[src/rtl/sound_glu_pkg.sv]
// Shared definitions for the Sound GLU host bridge: FSM states, host register
// indices, control-register bit positions and fixed DOC/RAM values.
package sound_glu_pkg;

  // Access sequencer states.
  typedef enum logic [2:0] {
    StIdle,
    StDocWr,
    StDocRd,
    StDocCap,
    StRamWr,
    StRamRd
  } glu_state_e;

  // Host register select ($C03C-$C03F).
  localparam logic [1:0] REG_CTL  = 2'd0;
  localparam logic [1:0] REG_DATA = 2'd1;
  localparam logic [1:0] REG_ALO  = 2'd2;
  localparam logic [1:0] REG_AHI  = 2'd3;

  // Control register bit positions; [3:0] is the master volume.
  localparam int unsigned CTL_AUTOINC = 5;
  localparam int unsigned CTL_RAM     = 6;
  localparam int unsigned CTL_BUSY    = 7;

  // Parking address for the DOC register bus; kept clear of the $E0-$E3
  // block so the OIR stack is never popped by accident.
  localparam logic [7:0] DOC_IDLE_ADDR = 8'h00;

  // Data latch value after an abandoned RAM read.
  localparam logic [7:0] TIMEOUT_DATA = 8'hFF;

endpackage

[src/rtl/sound_glu_volume.sv]
// Master-volume stage for the DOC sound output.
// Optional feature macro: GLU_VOLUME_EN
//   defined   : snd_o = (signed snd_i * {1'b0, vol_i}) >>> 4, registered
//   undefined : snd_o = snd_i registered; vol_i has no effect
// Ports:
//   clk_i     system clock
//   reset_ni  synchronous active-low reset
//   vol_i     4-bit master volume (15 = 15/16 scale)
//   snd_i     signed 16-bit DOC sound sample
//   snd_o     scaled sample, one cycle latency
module sound_glu_volume (
  input  logic        clk_i,
  input  logic        reset_ni,
  input  logic [3:0]  vol_i,
  input  logic [15:0] snd_i,
  output logic [15:0] snd_o
);

  logic [15:0] snd_d, snd_q;

`ifdef GLU_VOLUME_EN
  logic signed [20:0] snd_ext, vol_ext, prod;

  always_comb begin
    snd_ext = {{5{snd_i[15]}}, snd_i};
    vol_ext = {17'd0, vol_i};
    prod    = snd_ext * vol_ext;
    // Arithmetic shift by 4; |result| <= 32768 * 15/16 so 16 bits suffice.
    snd_d   = prod[19:4];
  end
`else
  logic unused_vol;
  assign unused_vol = ^vol_i;

  always_comb begin
    snd_d = snd_i;
  end
`endif

  always_ff @(posedge clk_i) begin
    if (!reset_ni) begin
      snd_q <= 16'h0000;
    end else begin
      snd_q <= snd_d;
    end
  end

  assign snd_o = snd_q;

endmodule

[src/rtl/sound_glu.sv]
// IIgs Sound GLU: host bridge between the 65816 bus and the ES5503 DOC plus
// its sound RAM. Host registers: 0=control, 1=data, 2=addr_lo, 3=addr_hi.
// Data reads return the current latch and launch a fetch at the pointer
// (dummy-read semantics). RAM accesses use a req/ack arbiter port and are
// abandoned after RAM_TIMEOUT cycles without ack.
// Optional feature macro: GLU_VOLUME_EN (volume scaling, see sound_glu_volume).
// Ports:
//   clk_i, reset_ni            clock, synchronous active-low reset
//   cpu_addr_i/wr_i/rd_i/din_i host register select, strobes, write data
//   cpu_dout_o                 registered read data
//   doc_wr_o/reg_addr_o/reg_data_o, doc_data_in_i   DOC register interface
//   ram_req_o/we_o/addr_o/wdata_o, ram_rdata_i, ram_ack_i   sound RAM port
//   snd_in_i, snd_out_o        DOC sound in, volume-scaled sound out
module sound_glu
  import sound_glu_pkg::*;
#(
  parameter int unsigned RAM_AW      = 16,
  parameter int unsigned RAM_TIMEOUT = 15
) (
  input  logic              clk_i,
  input  logic              reset_ni,
  input  logic [1:0]        cpu_addr_i,
  input  logic              cpu_wr_i,
  input  logic              cpu_rd_i,
  input  logic [7:0]        cpu_din_i,
  output logic [7:0]        cpu_dout_o,
  output logic              doc_wr_o,
  output logic [7:0]        doc_reg_addr_o,
  output logic [7:0]        doc_reg_data_o,
  input  logic [7:0]        doc_data_in_i,
  output logic              ram_req_o,
  output logic              ram_we_o,
  output logic [RAM_AW-1:0] ram_addr_o,
  output logic [7:0]        ram_wdata_o,
  input  logic [7:0]        ram_rdata_i,
  input  logic              ram_ack_i,
  input  logic [15:0]       snd_in_i,
  output logic [15:0]       snd_out_o
);

  localparam int unsigned TmoW = $clog2(RAM_TIMEOUT + 1);
  localparam logic [TmoW-1:0] TmoLast = TmoW'(RAM_TIMEOUT - 1);

  glu_state_e state_q, state_d;

  logic [6:0]      ctl_q, ctl_d;     // busy bit is derived, not stored
  logic [15:0]     ptr_q, ptr_d;
  logic [7:0]      latch_q, latch_d;
  logic [7:0]      wdata_q, wdata_d;
  logic [7:0]      dout_q, dout_d;
  logic [TmoW-1:0] tmo_q, tmo_d;

  logic busy, ram_state, tmo_expire, access_done;
  logic wr_en, rd_en, data_wr, data_rd;

  always_comb begin
    busy       = (state_q != StIdle);
    ram_state  = (state_q == StRamWr) || (state_q == StRamRd);
    tmo_expire = ram_state && !ram_ack_i && (tmo_q == TmoLast);
    // A write strobe suppresses a simultaneous read.
    wr_en      = cpu_wr_i;
    rd_en      = cpu_rd_i && !cpu_wr_i;
    data_wr    = wr_en && (cpu_addr_i == REG_DATA) && !busy;
    data_rd    = rd_en && (cpu_addr_i == REG_DATA) && !busy;
    access_done = (state_q == StDocWr) || (state_q == StDocCap) ||
                  (ram_state && (ram_ack_i || tmo_expire));
  end

  // ---------------------------------------------------------------- FSM
  always_ff @(posedge clk_i) begin
    if (!reset_ni) begin
      state_q <= StIdle;
    end else begin
      state_q <= state_d;
    end
  end

  always_comb begin
    state_d = state_q;
    unique case (state_q)
      StIdle: begin
        if (data_wr) begin
          state_d = ctl_q[CTL_RAM] ? StRamWr : StDocWr;
        end else if (data_rd) begin
          state_d = ctl_q[CTL_RAM] ? StRamRd : StDocRd;
        end
      end
      StDocWr:  state_d = StIdle;
      StDocRd:  state_d = StDocCap;
      StDocCap: state_d = StIdle;
      StRamWr, StRamRd: begin
        if (ram_ack_i || tmo_expire) begin
          state_d = StIdle;
        end
      end
      default: state_d = StIdle;
    endcase
  end

  always_comb begin
    doc_wr_o       = (state_q == StDocWr);
    // Only the access cycle carries the pointer; OIR pops need wr=0, so the
    // single DocRd cycle is the only read-side exposure of $E0-$E3.
    doc_reg_addr_o = ((state_q == StDocWr) || (state_q == StDocRd)) ? ptr_q[7:0]
                                                                    : DOC_IDLE_ADDR;
    doc_reg_data_o = wdata_q;
    ram_req_o      = ram_state;
    ram_we_o       = (state_q == StRamWr);
    ram_addr_o     = ptr_q[RAM_AW-1:0];
    ram_wdata_o    = wdata_q;
    cpu_dout_o     = dout_q;
  end

  // ----------------------------------------------------------- datapath
  always_comb begin
    ctl_d   = ctl_q;
    ptr_d   = ptr_q;
    latch_d = latch_q;
    wdata_d = wdata_q;
    dout_d  = dout_q;

    if (rd_en) begin
      unique case (cpu_addr_i)
        REG_CTL:  dout_d = {busy, ctl_q};
        REG_DATA: if (!busy) dout_d = latch_q;
        REG_ALO:  dout_d = ptr_q[7:0];
        REG_AHI:  dout_d = ptr_q[15:8];
        default:  dout_d = dout_q;
      endcase
    end

    if (wr_en) begin
      unique case (cpu_addr_i)
        REG_CTL: begin
          // Volume stays live during an access; mode bits are frozen.
          ctl_d[3:0] = cpu_din_i[3:0];
          if (!busy) ctl_d[6:4] = cpu_din_i[6:4];
        end
        REG_DATA: if (!busy) wdata_d = cpu_din_i;
        REG_ALO:  if (!busy) ptr_d[7:0] = cpu_din_i;
        REG_AHI:  if (!busy) ptr_d[15:8] = cpu_din_i;
        default:  ctl_d = ctl_q;
      endcase
    end

    if (state_q == StDocCap) begin
      latch_d = doc_data_in_i;
    end else if (state_q == StRamRd && ram_ack_i) begin
      latch_d = ram_rdata_i;
    end else if (state_q == StRamRd && tmo_expire) begin
      latch_d = TIMEOUT_DATA;
    end

    // Busy blocks pointer writes, so completion never collides with them.
    if (access_done && ctl_q[CTL_AUTOINC]) begin
      ptr_d = ptr_q + 16'd1;
    end

    tmo_d = (ram_state && !access_done) ? tmo_q + 1'b1 : '0;
  end

  always_ff @(posedge clk_i) begin
    if (!reset_ni) begin
      ctl_q   <= '0;
      ptr_q   <= '0;
      latch_q <= '0;
      wdata_q <= '0;
      dout_q  <= '0;
      tmo_q   <= '0;
    end else begin
      ctl_q   <= ctl_d;
      ptr_q   <= ptr_d;
      latch_q <= latch_d;
      wdata_q <= wdata_d;
      dout_q  <= dout_d;
      tmo_q   <= tmo_d;
    end
  end

  sound_glu_volume u_volume (
    .clk_i    (clk_i),
    .reset_ni (reset_ni),
    .vol_i    (ctl_q[3:0]),
    .snd_i    (snd_in_i),
    .snd_o    (snd_out_o)
  );

endmodule
[config.mk]
export PLATFORM = sky130hd
export DESIGN_NAME = sound_glu
export DESIGN_NICKNAME = d
export VERILOG_FILES = /design/src/rtl/sound_glu_pkg.sv /design/src/rtl/sound_glu_volume.sv /design/src/rtl/sound_glu.sv
export SDC_FILE = /design/constraint.sdc
export NUM_CORES = 1
export LEC_CHECK = 0
export ABC_AREA = 1
export CELL_PAD_IN_SITES_DETAIL_PLACEMENT = 0
export CELL_PAD_IN_SITES_GLOBAL_PLACEMENT = 1
export CORE_UTILIZATION = 42
export DETAILED_ROUTE_END_ITERATION = 8
export DONT_BUFFER_PORTS = 1
export HOLD_SLACK_MARGIN = 0.12
export PLACE_DENSITY = 0.79
export SETUP_SLACK_MARGIN = 0.1
export SLEW_MARGIN = 20
export SYNTH_ARGS = -nofsm -noshare
export SYNTH_HDL_FRONTEND = slang
export SYNTH_SLANG_ARGS = --single-unit
export TNS_END_PERCENT = 10
[constraint.sdc]
create_clock -name clk_i -period 3.46 [get_ports clk_i]
set_clock_uncertainty 0.2 [all_clocks]
set_input_delay 1.038 -clock clk_i [delete_from_list [all_inputs] [get_ports clk_i]]
set_output_delay 1.038 -clock clk_i [all_outputs]
set_load 0.05 [all_outputs]
== Word-level counts from Yosys, hierarchy flattened ==
Cells that the tools add are included.
Operators by class
  $lt $le $gt $ge: 0
  shifts and indexed selects: 0
  mux-type cells: 17
  eq/ne operators: 13
  bitwise logic cells: 1
  multipliers: 0
  add/subtract/negate cells: 2
  div/mod/pow operators: 0
  reductions and logical operators: 37
Operator list (number)
  8-bit 2-to-1 mux: 8
  16-bit 2-to-1 mux: 2
  8-bit case mux with 4 select lines: 1
  16-bit by 1-bit adder with 16-bit output (second input constant): 1
  3-bit 2-to-1 mux: 5
  1-bit logical AND: 12
  3-bit AND reduction: 4
  3-bit case mux with 3 select lines: 1
  2-bit AND reduction: 4
  3-bit by 2-bit equality test with 1-bit output (second input constant): 2
  3-bit equality test (second input constant): 2
  2-bit nonzero test: 3
  3-bit nonzero test: 2
  1-bit logical OR: 5
  4-bit by 1-bit adder with 4-bit output (second input constant): 1
  2-bit equality test (second input constant): 2
  4-bit equality test (second input constant): 1
  1-bit zero test: 4
  2-bit inequality test (second input constant): 2
  3-bit by 1-bit equality test with 1-bit output (second input constant): 1
  3-bit zero test: 1
  3-bit inequality test (second input constant): 1
  2-bit by 1-bit equality test with 1-bit output (second input constant): 1
  2-bit zero test: 1
  other kinds (3): 3
Word-level totals
  register bits after elaboration: 70
  bits in latches: 0
  memories: 0
  word-level logic and storage cells: 80
  memory bits (writable): 0
  ROM bits: 0
  output and inout port bits: 67
  input bits: 47

== Longest topological paths before layout ==
Gate-level depths: netlist of the first run.
  depth after elaboration: 10
  depth in mapped cells: 12
  depth with buffers taken out: 11

== Modules after synthesis ==
A second synthesis of the first run with hierarchy kept.
Second synthesis, totals
  cell total of the unflattened synthesis: 513
  area total of the unflattened synthesis: 3618.5 µm²
By module, submodules not included
  sound_glu: sequential area each 1081.0 µm², area an instance 3134.3 µm², cells each 463, times used 1
  sound_glu_volume: sequential area each 320.3 µm², area an instance 484.2 µm², cells each 50, times used 1

== Worst setup path after synthesis of the first run ==
No wires, ideal clock.
  path kind: register to output
  start point: register ptr_q[3] (netlist: ram_addr_o[3])
  end point: output doc_reg_addr_o[3]
  stages on the path, launching flop included: 3
  data required time: 2222 ps
  buffers on the path: 0
  slack: 673 ps
  arrival: 1549 ps
  path through: dfxtp_1 > inv_1 > nor2_1
On the way
  word-level cells in the longest chain between the ends: 1
Ends and longest elaborated chain
  start, declared: RTL line sound_glu.sv:47  | logic [15:0] ptr_q, ptr_d;
  start signal, assigned: RTL line sound_glu.sv:172  | ptr_q <= ptr_d;
  8-bit 2-to-1 mux: RTL line sound_glu.sv:104  | doc_reg_addr_o = ((state_q == StDocWr) || (state_q == StDocRd)) ? ptr_q[7:0]
  end, declared: RTL line sound_glu.sv:28  | output logic [7:0] doc_reg_addr_o,
No other way between the ends.

== Worst setup path in the final report of the first run ==
  start point: register state_q[0]
  end point: output doc_reg_addr_o[3]
On the way
  word-level cells in the longest chain between the ends: 3
  elaborated cells between the ends (all ways): 4
  those cells by class: 2 x eq/ne; 1 x mux; 1 x reduce/logical
Ends and longest elaborated chain
  start, declared: RTL line sound_glu.sv:44  | glu_state_e state_q, state_d;
  start signal, assigned: RTL line sound_glu.sv:72  | state_q <= StIdle;
  start signal, assigned: RTL line sound_glu.sv:74  | state_q <= state_d;
  3-bit by 1-bit equality test with 1-bit output or 3-bit by 2-bit equality test with 1-bit output (tied branches): RTL line sound_glu.sv:104
  1-bit logical OR (*): RTL line sound_glu.sv:104
  8-bit 2-to-1 mux (*): RTL line sound_glu.sv:104
Mark *: on every way between the ends. The rest lies on a longest branch, timed or not.

==> flow_summary.ini, run 1 <==
[finish]
area_delta_synth_final_pct = 9.040
drive_gt1_frac = 0.1099
layout_commonest_cell = nand2_1
postLayoutCoreUtil = 0.4726
layout_common_cells = 100 x nand2_1, 88 x inv_1, 70 x dfxtp_1
fin_area_um2 = 3864
nets = 583
num_antenna_cells = 0

[synthesis]
synth_top_area_frac = 0.3955
syn_area_per_cell_um2 = 6.788
seq_area_frac_synth = 0.3955
synth-seq-cells = 70
synthesis.nets = 573
synthesis.instances = 522
syn_area_um2 = 3543
synth.top_cells.by_area = dfxtp_1 40%, nand2_1 11%, inv_1 9.3%, nand3_1 7.9%, nor2_1 6.6%
yosysTopAreaCell = dfxtp_1
synth_warnings = 0
yosysUniqueCellTypes = 29

[clock_network]
cts_root_buf = clkbuf_8
clkTransAtPathRegs_ps = 70
postCtsSetupBuffers = 0
cts_inserted_buffers = 9
clock_latency_ps = 350
cts_sinks = 70
tritoncts = built
cts-htree-levels = 3
cts.path.max_buffers = 2
hold_buffers = 0
cts_resized = 0

[place]
placed_cell_area_um2 = 3690
gp_congestion = 0.8439
portBuffers = 0
dpl.hpwl_um = 7072

[route]
vias = 3242
ant_nets = 0
drc_errors = 0
via_per_inst = 5.050
drtIter0Drc = 137
post_drt_wl_per_cell_um = 14.75
routed_wl_um = 9471
firstDrtPassIters = 5

[setup_path]
cp_max_fo = 8
cp-end-kind = primary output
cp.required_ps = 2220
crit_slowest_cell = dfxtp_1
cp-start-kind = flop
worstPathArrival_ps = 1780
path_cells = inv_1 -> nor2_1 -> inv_2 -> o21ai_0 -> inv_1 -> nor2_1 -> buf_4
max_stage_delay_ps = 410
crit_buf_inv = 4
cp_top_family = buffers and inverters
worstSetupPathType = reg2out

[timing]
max_slew_margin = 0.3541
setup_viol = 0
fin_setup_tns_ps = 0
worst_slew_pin_slew_ps = 967.5
maxSlewViolCount = 0
hold_viol = 0
fmax_mhz = 331.5
final.period_utilization = 0.8718
rsz0062_at_grt = false
min_period_ps = 3017

[min_path]
hold_class = reg2reg

[grt]
grt_max_degree = 57
grt_pass1_vias = 3020
grt_pass1_wl_um = 14960
antenna_found_initial = 0
overflow = 0
track_usage = 0.2242

[floorplan]
die_w_um = 93.85
std_cell_rows = 33
die_area_um2 = 8808
core_um2 = 8175
start_util = 0.4334
die_y_um = 93.85
io_pins = 114

[power_and_ir_drop]
ir_drop_mv = 0.3226
p_leak_nw = 1.886
power_mw = 2.176
pwr_density_cell_nw_per_um2 = 563.3

[run]
cap_violations = 0

[run_status]
status = complete, no violations
[worst paths after layout]
check                                 from                end  slack, ps  cells past startpoint
worst max register to register    tmo_q[0]      ram_addr_o[1]       1410                     11
worst max-delay path            state_q[0]  doc_reg_addr_o[3]        440                      7
worst min-delay path              tmo_q[0]           tmo_q[0]        270                      1
worst min register to register    tmo_q[0]           tmo_q[0]        270                      1
[routing by layer]
layer	global-route usage	wire (um)
met5	0	0
met4	0.08333	166
met3	0.06472	749
met2	0.3589	4289
met1	0.2843	4266
[synthesized netlist by cell type, drive strengths merged]
library cell,instances
buf,15
inv,98
o211ai,8
nor3,1
nand4,5
nand3b,1
xor2,7
dfxtp,70
nand3,56
nor2,69
o21ai,32
xnor2,1
clkbuf,4
o22ai,7
o221ai,1
a21oi,38
o21bai,1
nand2,104
ha,4
[flip-flops by register name, indices dropped and copies added, names as in the netlist]
register        flops
latch_q             8
doc_reg_data_o      8
cpu_dout_o          8
u_volume.snd_o     16
ram_addr_o         16
tmo_q               4
state_q             3
ctl_q               7
[logic make-up after synthesis]
family,count (synthesis),synth area share
and+or+nand+nor,236,0.2917
buffers and inverters,117,0.1377
AOI/OAI and AO/OA,87,0.1412
DFF,70,0.3955
xor gates and xnor gates,8,0.01977
adders and majority gates,4,0.01412
[metrics by stage]
stage	setup slack, ps	cells	hold WS, ps
finish	443.5	642	274.0
global route	221.8	642	290.7
CTS	431.8	642	277.2
floorplan	672.6	522	229.7
detailed placement	832.4	626	258.9
global placement	858.8	626	244.7
[final cells by class]
cell class                      instances  area [um2]
Inverter                               98       367.9
Sequential cell                        70        1401
Multi-Input combinational cell        335        1654
Tap cell                              105       131.4
Clock inverter                          7       50.05
Timing Repair Buffer                   18       135.1
Fill cell                             855        4312
Clock buffer                            9       123.9
[power by group]
group          switching [mW]  leakage, nW  internal, mW
sequential              0.229        0.572         0.882
clock                   0.342       0.0816         0.261
combinational           0.327         1.23         0.136
Power figures use the tool's default switching activity.
==> run 2, diff against run 1 <==
CORE_UTILIZATION = 39   (was 42)
PLACE_DENSITY = 0.77   (was 0.79)
clock period = 2.48 ns   (was 3.46 ns; I/O delays follow)
==> flow_summary.ini, run 2 (synthesis gave the netlist of run 1 again) <==
[clock_network]
cts.path.max_buffers = 2
clkTransAtPathRegs_ps = 80
tritoncts = built
cts_inserted_buffers = 9
hold_buffers = 0
clock_latency_ps = 350
cts_sinks = 70
cts_root_buf = clkbuf_8
cts-htree-levels = 3

[place]
placed_cells = 646
portBuffers = 0
gp_congestion = 0.8556
dpl.hpwl_um = 7353
placed_cell_area_um2 = 3821

[grt]
overflow = 0
track_usage = 0.2152
antenna_found_initial = 0
grt_pass1_wl_um = 16080
grt_max_degree = 57
grt_pass1_vias = 3252

[finish]
nets = 603
fill_cells = 937
layout_common_cells = 100 x nand2_1, 86 x inv_1, 69 x dfxtp_1
fin_area_um2 = 4156
layout.cells.non_filler = 665
drive_gt1_frac = 0.1634
seqCellArea_um2 = 1403
num_antenna_cells = 0
layout_commonest_cell = nand2_1
area_delta_synth_final_pct = 17.30
multiInputGateArea_um2 = 1685

[floorplan]
start_util = 0.4043
die_y_um = 97.32
core_um2 = 8763
std_cell_rows = 34
die_area_um2 = 9471
io_pins = 114
die_w_um = 97.32

[route]
ant_nets = 0
routed_wl_um = 9843
via_per_inst = 5.009
vias = 3331
drc_errors = 0
drtIter0Drc = 208
post_drt_wl_per_cell_um = 14.80
firstDrtPassIters = 4

[timing]
hold_viol = 0
fmax_mhz = 415.9
setup_viol = 0
max_slew_margin = 0.5852
maxSlewViolCount = 0
worst_slew_pin_slew_ps = 621.3
final.period_utilization = 0.9696
rsz0062_at_grt = true
min_period_ps = 2405

[setup_path]
worstSetupPathType = reg2out
cp.required_ps = 1540
cp_max_fo = 8
cp-end-kind = primary output
worstPathArrival_ps = 1460
cp-start-kind = flop

[min_path]
hold_class = reg2reg

[power_and_ir_drop]
p_leak_nw = 2.033
power_mw = 3.477
pwr_density_cell_nw_per_um2 = 836.6
ir_drop_mv = 0.3477

[run]
cap_violations = 0

[run_status]
status = complete, no violations
==> run 2: changes by cell type in the layout (fill, tap and decap cells not counted), sizes merged <==
cell / change
inv: -1
buf: +20
clkbuf: +2
clkinvlp: -2
clkinv: -2
bufinv: +3
==> run 2: power by group <==
group / leakage, nW / switching, mW / internal [mW]
Clock: 0.120 / 0.457 / 0.698
Sequential: 0.573 / 0.184 / 1.23
Combinational: 1.34 / 0.651 / 0.255
Total: 2.03 / 1.29 / 2.18
==> run 2: routing by layer <==
layer | global-route usage | up-vias | wire, um
met5 | 0 | - | 0
met4 | 0.07466 | 0 | 127
met3 | 0.07194 | 12 | 853
met2 | 0.3418 | 137 | 4339
met1 | 0.2731 | 1480 | 4522
li1 | - | 1702 | -
==> run 2: critical path: stages (launching register included) <==
cell and delay, ps:
dfxtp_2 340, inv_2 40, nor2_2 100, inv_2 50, o21ai_2 170, inv_4 110
nor2_2 120, buf_6 170
==> run 2: metrics by stage <==
stage          hold WS [ps]  utilization  setup WS (ps)  setup TNS, ps
3_5_place_dp          268.6       0.4360          159.6              0
3_3_place_gp          240.4       0.4360          185.0              0
5_1_grt               267.1       0.4743         -50.08         -266.1
2_1_floorplan         229.7            -         -13.40         -92.69
4_1_cts               277.7       0.4743          80.77              0
6_report              283.0       0.4743          75.47              0
==> run 2: cell type report <==
class / count / area share
timing repair buffer: 38 / 0.07586
tap: 108 / 0.03251
inverter: 98 / 0.08910
clock inverter: 5 / 0.02559
sequential: 70 / 0.3374
multi-input combinational: 335 / 0.4055
clock buffer: 11 / 0.03402
==> run 2: what timing repair did <==
item	CTS	global route
buffers inserted	3	0
pin swaps	4	0
resized for setup	24	0
setup endpoints to repair	8	8
==> run 2: final timing paths <==
check / from / end / slack (ps) / cells after the start
max: state_q[0] / doc_reg_addr_o[5] / 80 / 7
min: ctl_q[3] / ctl_q[3] / 280 / 2
max reg2reg: tmo_q[0] / ram_addr_o[13] / 520 / 12
min reg2reg: ctl_q[3] / ctl_q[3] / 280 / 2
==> run 3, diff against run 2 <==
CORE_UTILIZATION = 40   (was 39)
PLACE_DENSITY = 0.75   (was 0.77)
SKIP_CTS_REPAIR_TIMING = 1   (was not set)
SYNTH_HIERARCHICAL = 1   (was not set)
==> flow_summary.ini, run 3 <==
[synthesis]
yosysTopAreaCell = dfxtp_1
synthesis.instances = 513
synth_edf_count = 0
yosysUniqueCellTypes = 31
syn_area_um2 = 3618
synth_top_area_frac = 0.3873
ys_dominant_reg_cell = dfxtp_1
synth_warnings = 6
seq_area_frac_synth = 0.3873
synthesis.nets = 564
synth-seq-cells = 70
synth_common_cells = 85 x inv_1, 85 x nand2_1, 70 x dfxtp_1
synth.top_cells.by_area = dfxtp_1 39%, inv_1 8.8%, nand2_1 8.8%, nand3_1 7.3%, nor2_1 5.8%
async_flop_share = 0
syn_area_per_cell_um2 = 7.054

[finish]
layout.cells.non_filler = 653
num_antenna_cells = 0
fin_area_um2 = 4235
layout_common_cells = 85 x nand2_1, 83 x inv_1, 69 x dfxtp_1
drive_gt1_frac = 0.1890
area_delta_synth_final_pct = 17.05
postLayoutCoreUtil = 0.4857
nets = 591
layout_commonest_cell = nand2_1

[grt]
grt_max_degree = 56
antenna_found_initial = 0
grt_pass1_vias = 3113
overflow = 0
grt_pass1_wl_um = 16080
track_usage = 0.2139

[timing]
worst_slew_pin_slew_ps = 629.3
whs_ps = 267.4
min_period_ps = 2503
final.period_utilization = 1.009
fin_ws_ps = -22.76
maxSlewViolCount = 0
setup_viol = 6
fmax_mhz = 399.6
max_slew_margin = 0.5799
hold_viol = 0
rsz0062_at_grt = true
fin_setup_tns_ps = -49.56

[clock_network]
cts_root_buf = clkbuf_8
cts.path.max_buffers = 2
clock_latency_ps = 350
cts_inserted_buffers = 9
tritoncts = built
clkTransAtPathRegs_ps = 80
cts_sinks = 70
cts-htree-levels = 3

[power_and_ir_drop]
p_leak_nw = 2.033
ir_drop_mv = 0.3699
power_mw = 3.302
pwr_density_cell_nw_per_um2 = 779.7

[floorplan]
io_pins = 114
core_um2 = 8721
die_w_um = 97.11
std_cell_rows = 34
die_area_um2 = 9430
die_y_um = 97.11
start_util = 0.4149

[route]
vias = 3254
firstDrtPassIters = 5
post_drt_wl_per_cell_um = 14.94
via_per_inst = 4.983
drtIter0Drc = 199
drc_errors = 0
ant_nets = 0
routed_wl_um = 9755

[setup_path]
cp-start-kind = flop
cp-end-kind = primary output
startpoint = state_q[0]
cp_max_fo = 8
cp.required_ps = 1540
crit_slowest_cell = dfxtp_2
crit_top_cell = nor2_4
worstSetupPathType = reg2out
worstPathArrival_ps = 1560
max_stage_delay_ps = 360
path_cells = inv_2 -> nor2_4 -> inv_2 -> nor2_4 -> o21bai_4 -> inv_6 -> nor2_4 -> buf_12
r2r-start = tmo_q[0]

[place]
portBuffers = 0
gp_congestion = 0.8628
dpl.hpwl_um = 7524
placed_cell_area_um2 = 4050
placed_cells = 637
pre_cts_ws_ps = 333.4

[run_status]
status = finished, violations left
violations = setup timing

[min_path]
worstHoldStart = tmo_q[0]
hold_class = reg2reg

[run]
cap_violations = 0
## run 3: cell types whose count changed in the layout (fill, tap and decap cells not counted), moves of 4 or more
cell	previous run	this run
nor2_1	53	47
buf_12	0	8
nor2_4	2	15
nand2_1	100	85
inv_6	0	4
nor2_2	12	4
buf_6	8	0
nand2_2	4	10
## run 3: routing by layer
layer  vias to the layer above  track usage  part of all wire  wire (um)
met2                       117       0.3429              0.46       4450
met1                      1472       0.2844              0.46       4470
met3                         7      0.05971             0.077        756
met5                         -            0                 0          0
met4                         0      0.05166            0.0080         78
li1                       1658            -                 -          -
## run 3: kinds of logic after synthesis
| logic type | synth area share |
|---|---|
| DFF | 0.3873 |
| xor gates and xnor gates | 0.02662 |
| AOI/OAI and AO/OA | 0.1373 |
| buffers and inverters | 0.1456 |
| and+or+nand+nor | 0.2894 |
| adders and majority gates | 0.01383 |
## run 3: layout make-up
type                    instances  area, um2
multi-input cells             327       1774
clock buffers                   9      123.9
flip-flops and latches         70       1403
well taps                     108      135.1
fillers                       917       4486
clock inverters                 7      61.31
inverters                      96      367.9
repair buffers                 36      370.4
## run 3: critical path: cells and delay by family (launching register included)
family                 cells  cell delay, ps
DFF                        1             360
and+or+nand+nor            3             350
AOI/OAI and AO/OA          1             140
buffers and inverters      4             370
## run 3: path summary, 6_finish.rpt
path,endpoint,slack (ps),cells after the start
max,doc_reg_addr_o[0],-20,8
min,tmo_q[0],270,1
max reg2reg,ram_addr_o[15],520,12
min reg2reg,tmo_q[0],270,1
## run 3: power breakdown
group | internal, mW | leakage, nW | switching, mW
Combinational | 0.295 | 1.37 | 0.737
Clock | 0.382 | 0.0888 | 0.486
Sequential | 1.23 | 0.573 | 0.173
Total | 1.91 | 2.03 | 1.40
